$ cat config.mk
export PLATFORM = sky130hd
export DESIGN_NAME = mem_stage
export DESIGN_NICKNAME = d
export VERILOG_FILES = /design/src/rtl/mem_stage.sv
export SDC_FILE = /design/constraint.sdc
export NUM_CORES = 1
export LEC_CHECK = 0
export BUFFER_PORTS_ARGS = -buffer_cell sky130_fd_sc_hd__buf_4
export CAP_MARGIN = 25
export CORE_ASPECT_RATIO = 1.5
export CORE_MARGIN = 2
export CORE_UTILIZATION = 45
export DETAILED_ROUTE_END_ITERATION = 7
export PLACE_DENSITY = 0.84
export SLEW_MARGIN = 0
export SYNTH_ARGS = -nofsm -noshare
export SYNTH_HDL_FRONTEND = slang
export SYNTH_SLANG_ARGS = --single-unit
$ cat constraint.sdc
create_clock -name clk -period 7.85 [get_ports clk]
set_input_delay 0.3925 -clock clk [delete_from_list [all_inputs] [get_ports clk]]
set_output_delay 0.3925 -clock clk [all_outputs]
set_load 0.05 [all_outputs]
$ cat src/rtl/mem_stage.sv
// rtl/mem_stage.sv - RV64 memory-access stage: load/store over the data-bus
// request/response handshake, load extension, write-back packet output.
module mem_stage (
  input  logic        clk,
  input  logic        reset,
  input  logic        in_valid,
  output logic        in_ready,
  input  logic [63:0] in_result,
  input  logic [63:0] in_store_data,
  input  logic [6:0]  in_opcode,
  input  logic [2:0]  in_funct3,
  input  logic [4:0]  in_rd,
  input  logic        in_regwrite,
  output logic        dreq_valid,
  output logic [63:0] dreq_addr,
  output logic [2:0]  dreq_size,
  output logic [7:0]  dreq_strobe,
  output logic [63:0] dreq_data,
  input  logic        dresp_addr_ok,
  input  logic        dresp_data_ok,
  input  logic [63:0] dresp_data,
  output logic        out_valid,
  input  logic        out_ready,
  output logic [63:0] out_data,
  output logic [4:0]  out_rd,
  output logic        out_regwrite
);

  localparam logic [6:0] OP_LOAD  = 7'b0000011;
  localparam logic [6:0] OP_STORE = 7'b0100011;

  typedef enum logic [1:0] {S_IDLE, S_REQ, S_WAIT, S_DONE} state_t;

  state_t      state, state_next;
  logic        is_load_in, is_store_in, is_mem_in;
  logic        accept, resp_done;
  logic [2:0]  in_off;
  logic [7:0]  base_mask;
  logic [7:0]  store_strobe;
  logic [63:0] store_lanes;
  logic        lat_load;
  logic [2:0]  lat_funct3;
  logic [63:0] load_raw;
  logic [63:0] load_ext;

  assign is_load_in  = (in_opcode == OP_LOAD);
  assign is_store_in = (in_opcode == OP_STORE);
  assign is_mem_in   = is_load_in | is_store_in;

  assign in_ready   = (state == S_IDLE) | ((state == S_DONE) & out_ready);
  assign accept     = in_valid & in_ready;
  assign dreq_valid = (state == S_REQ);
  assign out_valid  = (state == S_DONE);

  // The bus transaction completes on data_ok, but only once the address has been taken.
  assign resp_done = ((state == S_REQ) & dresp_addr_ok & dresp_data_ok) |
                     ((state == S_WAIT) & dresp_data_ok);

  // Store lane placement; the 8-bit shift drops lanes past byte 7.
  assign in_off = in_result[2:0];

  always_comb begin
    base_mask = 8'h01;
    case (in_funct3[1:0])
      2'd0: base_mask = 8'h01;
      2'd1: base_mask = 8'h03;
      2'd2: base_mask = 8'h0F;
      2'd3: base_mask = 8'hFF;
      default: base_mask = 8'h01;
    endcase
  end

  assign store_strobe = base_mask << in_off;
  assign store_lanes  = in_store_data << {in_off, 3'b000};

  // Load extraction uses the latched address offset and access type.
  assign load_raw = dresp_data >> {dreq_addr[2:0], 3'b000};

  always_comb begin
    load_ext = 64'd0;
    case (lat_funct3[1:0])
      2'd0: load_ext = lat_funct3[2] ? {56'd0, load_raw[7:0]}
                                     : {{56{load_raw[7]}}, load_raw[7:0]};
      2'd1: load_ext = lat_funct3[2] ? {48'd0, load_raw[15:0]}
                                     : {{48{load_raw[15]}}, load_raw[15:0]};
      2'd2: load_ext = lat_funct3[2] ? {32'd0, load_raw[31:0]}
                                     : {{32{load_raw[31]}}, load_raw[31:0]};
      2'd3: load_ext = load_raw;
      default: load_ext = 64'd0;
    endcase
  end

  always_comb begin
    state_next = state;
    case (state)
      S_IDLE: begin
        if (accept) state_next = is_mem_in ? S_REQ : S_DONE;
      end
      S_REQ: begin
        if (dresp_addr_ok & dresp_data_ok) state_next = S_DONE;
        else if (dresp_addr_ok)            state_next = S_WAIT;
      end
      S_WAIT: begin
        if (dresp_data_ok) state_next = S_DONE;
      end
      S_DONE: begin
        if (out_ready) begin
          if (accept) state_next = is_mem_in ? S_REQ : S_DONE;
          else        state_next = S_IDLE;
        end
      end
      default: state_next = S_IDLE;
    endcase
  end

  always_ff @(posedge clk or posedge reset) begin
    if (reset) state <= S_IDLE;
    else       state <= state_next;
  end

  always_ff @(posedge clk or posedge reset) begin
    if (reset) begin
      dreq_addr    <= 64'd0;
      dreq_size    <= 3'd0;
      dreq_strobe  <= 8'd0;
      dreq_data    <= 64'd0;
      lat_load     <= 1'b0;
      lat_funct3   <= 3'd0;
      out_data     <= 64'd0;
      out_rd       <= 5'd0;
      out_regwrite <= 1'b0;
    end else if (accept) begin
      lat_load     <= is_load_in;
      lat_funct3   <= in_funct3;
      out_rd       <= in_rd;
      out_regwrite <= in_regwrite & ~is_store_in;
      out_data     <= is_mem_in ? 64'd0 : in_result;
      // Request fields only move on a memory accept so they stay stable through REQ.
      if (is_mem_in) begin
        dreq_addr   <= in_result;
        dreq_size   <= {1'b0, in_funct3[1:0]};
        dreq_strobe <= is_store_in ? store_strobe : 8'd0;
        dreq_data   <= is_store_in ? store_lanes : 64'd0;
      end
    end else if (resp_done & lat_load) begin
      out_data <= load_ext;
    end
  end

endmodule

---- Word-level counts from Yosys, hierarchy flattened ----
Index checks and enable logic that the tools add are counted.
operators by class
  equal/unequal tests ..................... 15
  bitwise gates (word level) .............. 12
  mux-type cells .......................... 18
  reduce and logical (&&, ||, !) cells .... 6
  shift operators ......................... 3
operators by type and width
  cell                                           count
  2-to-1 mux 64 bit                              7
  one-hot mux 64 bit (4 select lines)            1
  << shifter 64 x 6 -> 64 bit                    1
  right shift 64 x 6 -> 64 bit                   1
  one-hot mux 8 bit (4 select lines)             1
  2-to-1 mux 2 bit                               7
  == test 2 bit, second input constant           6
  bitwise AND 1 bit                              8
  2-to-1 mux 8 bit                               1
  one-hot mux 2 bit (4 select lines)             1
  << shifter 8 x 3 -> 8 bit                      1
  == test 7 x 2 -> 1 bit, second input constant  1
  == test 7 x 6 -> 1 bit, second input constant  1
  == test 2 x 1 -> 1 bit, second input constant  3
  zero test 2 bit                                3
  != test 2 bit, second input constant           2
  AND reduction 4 bit                            1
  != test 3 x 1 -> 1 bit, second input constant  1
  bitwise OR 1 bit                               3
  != test 2 x 1 -> 1 bit, second input constant  1
  AND reduction 2 bit                            1
  nonzero test 2 bit                             1
  inverter 1 bit                                 1
storage, ports and cells
  flip-flop bits (word level) ............. 214
  output and inout port bits .............. 212
  input port bits ......................... 214

---- Depth between registers and ports, before layout ----
Gate-level depths: netlist of run 1.
  depth after elaboration ................. 7
  gate-level depth with buffers ........... 8

---- Worst setup path after synthesis of run 1 ----
Ideal clock, no wire load.
  kind .................................... reg-to-reg
  start point ............................. reg dreq_addr[1]
  end point ............................... reg out_data[16]
  path slack .............................. 5236 ps
  setup time .............................. 77 ps
  cell stages (with the launch flop) ...... 9
  path buffers ............................ 3
  period minus slack after synthesis ...... 2614 ps
  arrival time ............................ 2536 ps
  cells stage by stage .................... dfrtp_1 > buf_4 > mux2i_1 > mux4_2 > or4b_1 > buf_2 > a31o_4 > buf_6 > a21oi_1
on the way
  cells in the longest elaborated chain, start to end .. 5
ends and longest elaborated chain
  item                                     line        RTL
  start: declaration                       15          output logic [63:0] dreq_addr,
  start signal: assignment                 140         dreq_addr <= in_result;
  right shift 64 x 6 -> 64 bit (*)         77          assign load_raw = dresp_data >> {dreq_addr[2:0], 3'b000};
  2-to-1 mux 64 bit (on tied branches)     86, 82, 84
  one-hot mux 64 bit (4 select lines) (*)  81          case (lat_funct3[1:0])
  2-to-1 mux 64 bit (*)                    145         end else if (resp_done & lat_load) begin
  2-to-1 mux 64 bit (*)                    132         end else if (accept) begin
  end signal: assignment                   137         out_data <= is_mem_in ? 64'd0 : in_result;
  end signal: assignment                   146         out_data <= load_ext;
  end: declaration                         24          output logic [63:0] out_data,
Every way passes the cells marked *; elsewhere a longest branch is shown, timed or not. The select of a mux whose other input is x is not followed.
A chain may end at the register's enable or synchronous reset.

---- Worst setup path in the final report of run 1 ----
  start point ............................. reg dreq_addr[1]
  end point ............................... reg out_data[53]
The elaborated chain is that of the path after synthesis.

==> flow_metrics.py, run 1 <==
metrics = {
    "critical_path": {
        "crit_required_ns": 8.23,
        "path_cells": "buf_4, clkinv_1, o2bb2ai_1, nand3_1, buf_16, a41oi_1, a221o_1",
        "r2r_cells": 7,
        "crit_fanout": 36,
        "cp-start-kind": "register",
        "worstSetupPathType": "register to register",
        "slowest_stage": "dfrtp_2",
        "end_kind": "register",
        "r2r_slack_ns": 4.34,
        "max_stage_delay_ns": 0.75,
        "crit_arrival_ns": 3.89,
    },
    "min_path": {
        "min_path_type": "input port to register",
        "min_path_cells": 3,
    },
    "floorplan": {
        "ios": 426,
        "core_area_um2": 26500,
        "die_w_um": 138,
        "fp-row-count": 73,
        "initial_utilization": 0.457,
        "die-area_um2": 28300,
        "die_y_um": 205,
    },
    "layout": {
        "finalInstanceArea_um2": 16300,
        "layout_common_cells": "buf_4 (439), dfrtp_1 (212), nand2_1 (140), mux2i_1 (117), o21ai_0 (86)",
        "stdcell_count": 1868,
        "num-fill-cells": 2148,
        "layout-drive-gt1-share": 0.398,
        "layout_commonest_cell": "buf_4",
        "nets": 1727,
        "syn_to_final_growth_pct": 35.0,
    },
    "timing": {
        "hold_slack_ns": 0.0725,
        "max-slew-margin-rel": 0.343,
        "final_max_slew_viol_count": 0,
        "finalHoldViolCount": 0,
        "max_freq_mhz": 285,
        "tns_ns": 0,
        "period_needed_ns": 3.51,
        "min_period_over_period": 0.447,
        "worst_slew_pin_slew_ns": 0.986,
        "setup_violations": 0,
        "rsz0062_at_grt": "no",
        "fin_skew_ns": 0.0116,
    },
    "placement": {
        "dp_cells": 1822,
        "place_congestion": 0.966,
        "place_area_um2": 15500,
        "dp_hpwl_mm": 34.2,
        "io_buffers": 424,
    },
    "synthesis": {
        "ys_top_cells_by_area": "dfrtp_1 (44%), mux2i_1 (9.7%), mux2_2 (7.6%)",
        "syn_inst": 1154,
        "yosys_warnings": 0,
        "yosysTopAreaCell": "dfrtp_1",
        "synthArstFlopShare": 1.00,
        "ys_types": 51,
        "synth_seq_cells": 214,
        "syn-cell-area_um2": 12100,
        "yosysSeqAreaShare": 0.442,
        "synth_top_area_share": 0.442,
        "post_synth.cell_area_avg_um2": 10.5,
        "synth-main-ff-cell": "dfrtp_1",
        "synth_fp_nets": 1368,
        "synth_edf_count": 0,
    },
    "drt": {
        "via_count": 11400,
        "wl_per_cell_um": 24.4,
        "drc_errors": 0,
        "drt_iter0_drc": 902,
        "wl_mm": 45.5,
        "via_per_inst": 6.12,
        "drtAntennaViolNets": 0,
        "firstDrtPassIters": 5,
    },
    "clock_network": {
        "htreeDepth": 1,
        "cts.sinks": 214,
        "post_cts_buffers": 0,
        "root_buffer": "clkbuf_16",
        "clock_path_buffers": 3,
        "tritoncts.num_buffers": 22,
        "clkSlewWorstSetupHoldPaths_ns": 0.07,
        "clk_latency_ns": 0.51,
        "cts_tree": "built",
    },
    "power": {
        "p_sw_frac": 0.441,
        "power.leakage_nw": 7.69,
        "power_frac_seq": 0.310,
        "peakVddDrop_mv": 0.349,
        "power_density_nw_per_um2": 301,
        "p_sw_mw": 2.17,
        "p_clk_frac": 0.225,
        "p_int_mw": 2.75,
        "fin_total_pwr_mw": 4.92,
        "combPwrFrac": 0.465,
    },
    "global_route": {
        "grt_pass1_wl_mm": 67.1,
        "grt_pass1_vias": 11500,
        "antenna_found_initial": 4,
        "grt_use_total": 0.315,
        "grt.overflow.total": 0,
        "grt_max_degree": 141,
    },
    "flow_run": {
        "max_cap_viol_count": 0,
    },
    "status": {
        "status": "finished, final reports clean",
    },
}
[area by class of cell]
class | count | area (um2) | share of cell area
flip-flops and latches | 214 | 5360 | 0.328
multi-input cells | 823 | 6320 | 0.387
clock buffers | 30 | 662 | 0.0405
diodes | 4 | 10.0 | 0.000612
inverters | 7 | 33.8 | 0.00207
well taps | 337 | 422 | 0.0258
clock inverters | 8 | 105 | 0.00643
repair buffers | 445 | 3430 | 0.210
[kinds of logic (layout without fill, tap and decap cells)]
logic type	Yosys count	in the layout	synth area share
compound gates	328	328	0.192
simple gates	264	264	0.0958
mux	230	230	0.231
flops	214	214	0.442
buf+inv	117	490	0.0387
other cells	1	5	0.000310
[critical path: cells and delay by family (launching register included)]
kind                   cells  cell delay (ns)
buffers and inverters      3             1.39
AOI/OAI and AO/OA          3             0.78
DFF                        1             0.75
and+or+nand+nor            1             0.46
[cells in the mapped netlist (all sizes together) (2+ instances only)]
cell and count:
a221o 32, a21o 7, mux4 31, a22o 25, dfrtp 214, inv 5, clkinv 2, clkbuf 85
o32ai 10, nand3b 2, a211oi 13, mux2 82, a41oi 32, a21oi 47, nor4 2, a31oi 3
buf 25, nor3 4, nand2 140, o2bb2ai 9, nor2b 16, o21ai 87, mux2i 117, and2 12
o21a 17, a22oi 15, o31ai 2, nand4 2, o221ai 7, nand3 24, nor2 50, or2 3
o211a 8, nand2b 5, o22ai 9
[path summary, 6_finish.rpt]
path	start	endpoint
worst max-delay path	dreq_addr[1]$_DFFE_PP0P_	out_data[53]$_DFFE_PP0P_
worst min-delay path	in_rd[0]	out_rd[0]$_DFFE_PP0N_
worst max register to register	dreq_addr[1]$_DFFE_PP0P_	out_data[53]$_DFFE_PP0P_
worst min register to register	out_rd[4]$_DFFE_PP0N_	out_rd[4]$_DFFE_PP0N_
max in group asynchronous	reset	out_data[47]$_DFFE_PP0P_
min in group asynchronous	reset	dreq_data[32]$_DFFE_PP0P_
[power by group through the flow]
stage | clock network (mW) | logic [mW] | registers [mW]
6_report | 1.11 | 2.29 | 1.53
5_1_grt | 1.17 | 2.39 | 1.56
2_1_floorplan | 0 | 0.715 | 2.30
4_1_cts | 1.13 | 2.27 | 1.52
3_5_place_dp | 0 | 2.26 | 1.54
3_3_place_gp | 0 | 2.22 | 1.53
[registers in the layout, indices dropped and copies added (netlist names)]
register,cells
lat_load,1
dreq_strobe,8
lat_funct3,3
state,2
out_regwrite,1
dreq_data,64
out_data,64
dreq_addr,64
out_rd,5
dreq_size,2
[layer usage]
metal / part of all wire / vias up / GRT usage / routed length, um
met2: 0.51 / 652 / 0.539 / 23100
met3: 0.084 / 169 / 0.0710 / 3830
met1: 0.33 / 5550 / 0.333 / 14900
li1: - / 5068 / - / -
met5: 0 / - / 0 / 0
met4: 0.081 / 0 / 0.239 / 3690
[per-stage QoR]
step | worst slack, ns | util
5_1_grt | 4.19 | 0.617
2_1_floorplan | 1.61 | -
4_1_cts | 4.02 | 0.613
6_report | 4.34 | 0.617
3_5_place_dp | 4.05 | 0.584
3_3_place_gp | 4.14 | 0.583
[what timing repair did]
action / 4_1_cts / 5_1_grt
hold endpoints to repair: 0 / 15
gates resized for setup: 0 / 0
hold buffers: 0 / 1
No activity file was read; power rests on OpenSTA's default activity.
==> run 2: changes to the inputs <==
--- a/config.mk
+++ b/config.mk
@@ -11,7 +11,7 @@
 export CORE_MARGIN = 2
 export CORE_UTILIZATION = 45
 export DETAILED_ROUTE_END_ITERATION = 7
-export PLACE_DENSITY = 0.84
+export PLACE_DENSITY = 0.87
 export SLEW_MARGIN = 0
 export SYNTH_ARGS = -nofsm -noshare
 export SYNTH_HDL_FRONTEND = slang
==> constraint.sdc (replaced) <==
create_clock -name clk -period 3.22 [get_ports clk]
set_input_delay 0.161 -clock clk [delete_from_list [all_inputs] [get_ports clk]]
set_output_delay 0.161 -clock clk [all_outputs]
set_load 0.05 [all_outputs]
==> flow_metrics.py, run 2 (synthesized netlist as in run 1, its figures left out) <==
metrics = {
    "clock_network": {
        "cts_resized": 0,
        "tritoncts.num_buffers": 23,
        "clkSlewWorstSetupHoldPaths_ns": 0.07,
        "htreeDepth": 1,
        "clock_path_buffers": 3,
        "clk_latency_ns": 0.53,
        "root_buffer": "clkbuf_16",
        "cts_tree": "built",
        "cts.sinks": 214,
        "ctsHoldBuffers": 85,
        "post_cts_buffers": 0,
    },
    "power": {
        "fin_total_pwr_mw": 12.2,
        "peakVddDrop_mv": 0.680,
        "power_density_nw_per_um2": 708,
        "power.leakage_nw": 8.06,
    },
    "critical_path": {
        "crit_end": "out_data[51]$_DFFE_PP0P_",
        "end_kind": "register",
        "crit_start": "dreq_addr[1]$_DFFE_PP0P_",
        "crit_fanout": 32,
        "cpMostUsedCell": "buf_4",
        "crit_buf_inv": 2,
        "crit_required_ns": 3.63,
        "worstSetupPathType": "register to register",
        "slowest_stage": "dfrtp_2",
        "max_stage_delay_ns": 0.64,
        "path_depth": 7,
        "crit_arrival_ns": 3.12,
        "critPathTopFamily": "buffers and inverters",
        "path_cells": "buf_4, mux2_2, a2bb2oi_1, nand4_1, buf_4, a41oi_1, a221o_1",
        "r2r_end": "out_data[51]$_DFFE_PP0P_",
        "cp-start-kind": "register",
        "r2r_slack_ns": 0.51,
        "r2r_cells": 7,
        "r2r_start": "dreq_addr[1]$_DFFE_PP0P_",
    },
    "timing": {
        "max_freq_mhz": 369,
        "period_needed_ns": 2.71,
        "worst_slew_pin_slew_ns": 0.844,
        "tns_ns": 0,
        "min_period_over_period": 0.842,
        "max-slew-margin-rel": 0.436,
        "finalHoldViolCount": 0,
        "rsz0062_at_grt": "no",
        "setup_violations": 0,
        "hold_slack_ns": 0.0245,
        "fin_skew_ns": 0.0203,
        "final_max_slew_viol_count": 0,
    },
    "min_path": {
        "min_path_type": "input port to register",
        "min_path_cells": 3,
    },
    "drt": {
        "drtAntennaViolNets": 0,
        "via_per_inst": 6.19,
        "drc_errors": 0,
        "wl_per_cell_um": 25.4,
        "drt_iter0_drc": 917,
        "firstDrtPassIters": 5,
        "wl_mm": 49.8,
        "via_count": 12100,
    },
    "floorplan": {
        "ios": 426,
        "core_area_um2": 26500,
        "die_w_um": 138,
        "die_y_um": 205,
        "die-area_um2": 28300,
        "fp-row-count": 73,
        "initial_utilization": 0.457,
    },
    "flow_run": {
        "max_cap_viol_count": 0,
    },
    "layout": {
        "layout_common_cells": "buf_4 (453), dfrtp_1 (212), nand2_1 (140), mux2i_1 (117), o21ai_0 (86)",
        "syn_to_final_growth_pct": 41.9,
        "layout_commonest_cell": "buf_4",
        "layout-drive-gt1-share": 0.382,
        "finalInstanceArea_um2": 17200,
        "reg_top3": "dreq_addr x64, dreq_data x64, out_data x64",
        "nets": 1824,
        "fin_util": 0.649,
    },
    "placement": {
        "dp_hpwl_mm": 36.0,
        "place_congestion": 0.968,
        "place_area_um2": 15600,
        "io_buffers": 424,
    },
    "status": {
        "status": "finished, final reports clean",
    },
    "global_route": {
        "grt_max_degree": 113,
        "grt.overflow.total": 0,
        "antenna_found_initial": 1,
        "grt_use_total": 0.346,
        "grt_pass1_wl_mm": 73.4,
        "grt_pass1_vias": 12400,
    },
}
[run 2: cell count changes in the layout (fill, tap and decap cells not counted), sizes merged]
| cell | delta |
|---|---|
| buf | +12 |
| clkbuf | -2 |
| clkinvlp | +2 |
| diode | -3 |
| dlygate4sd3 | +84 |
| inv | -1 |
[run 2: final cells by class]
type,count,area [um2]
clock buffer,28,634
sequential,214,5360
fill,2030,9300
inverter,7,30.0
tap,337,422
multi-input combinational,823,6320
clock inverter,9,101
timing repair buffer,541,4310
antenna,1,2.50
[run 2: stage by stage]
step | instances | setup slack (ns)
6_report | 1960 | 0.508
5_1_grt | 1960 | 0.396
4_1_cts | 1959 | 0.553
3_5_place_dp | 1837 | 0.562
3_3_place_gp | 1837 | 0.680
2_1_floorplan | 1154 | 0.275
[run 2: how the worst min path moves through the flow]
| stage | start | end | slack [ns] |
|---|---|---|---|
| after floorplan | in_opcode[5] | lat_load$_DFFE_PP0N_ | 0.26 |
| after global placement | reset | dreq_addr[38]$_DFFE_PP0P_ | 0.34 |
| after detailed placement | reset | dreq_addr[38]$_DFFE_PP0P_ | 0.34 |
| after CTS | in_store_data[10] | dreq_data[18]$_DFFE_PP0P_ | 0.004 |
| after global routing | in_store_data[9] | dreq_data[9]$_DFFE_PP0P_ | 0.02 |
| final | in_store_data[10] | dreq_data[18]$_DFFE_PP0P_ | 0.02 |
[run 2: where the power goes]
group	switching [mW]	internal, mW
Combinational	3.83	1.88
Sequential	0.496	3.28
Clock	1.13	1.55
Total	5.46	6.71
[run 2: tightest hold or removal path, cell delays in order]
cell,delay [ns]
buf_4,0.13
a21oi_1,0.10
o21ai_0,0.13
[run 2: per-layer routing]
metal / GRT usage / wire (um) / up-vias
met4: 0.255 / 4250 / 0
met5: 0 / 0 / -
met1: 0.367 / 16500 / 5911
met2: 0.590 / 24800 / 776
li1: - / - / 5233
met3: 0.0787 / 4310 / 206
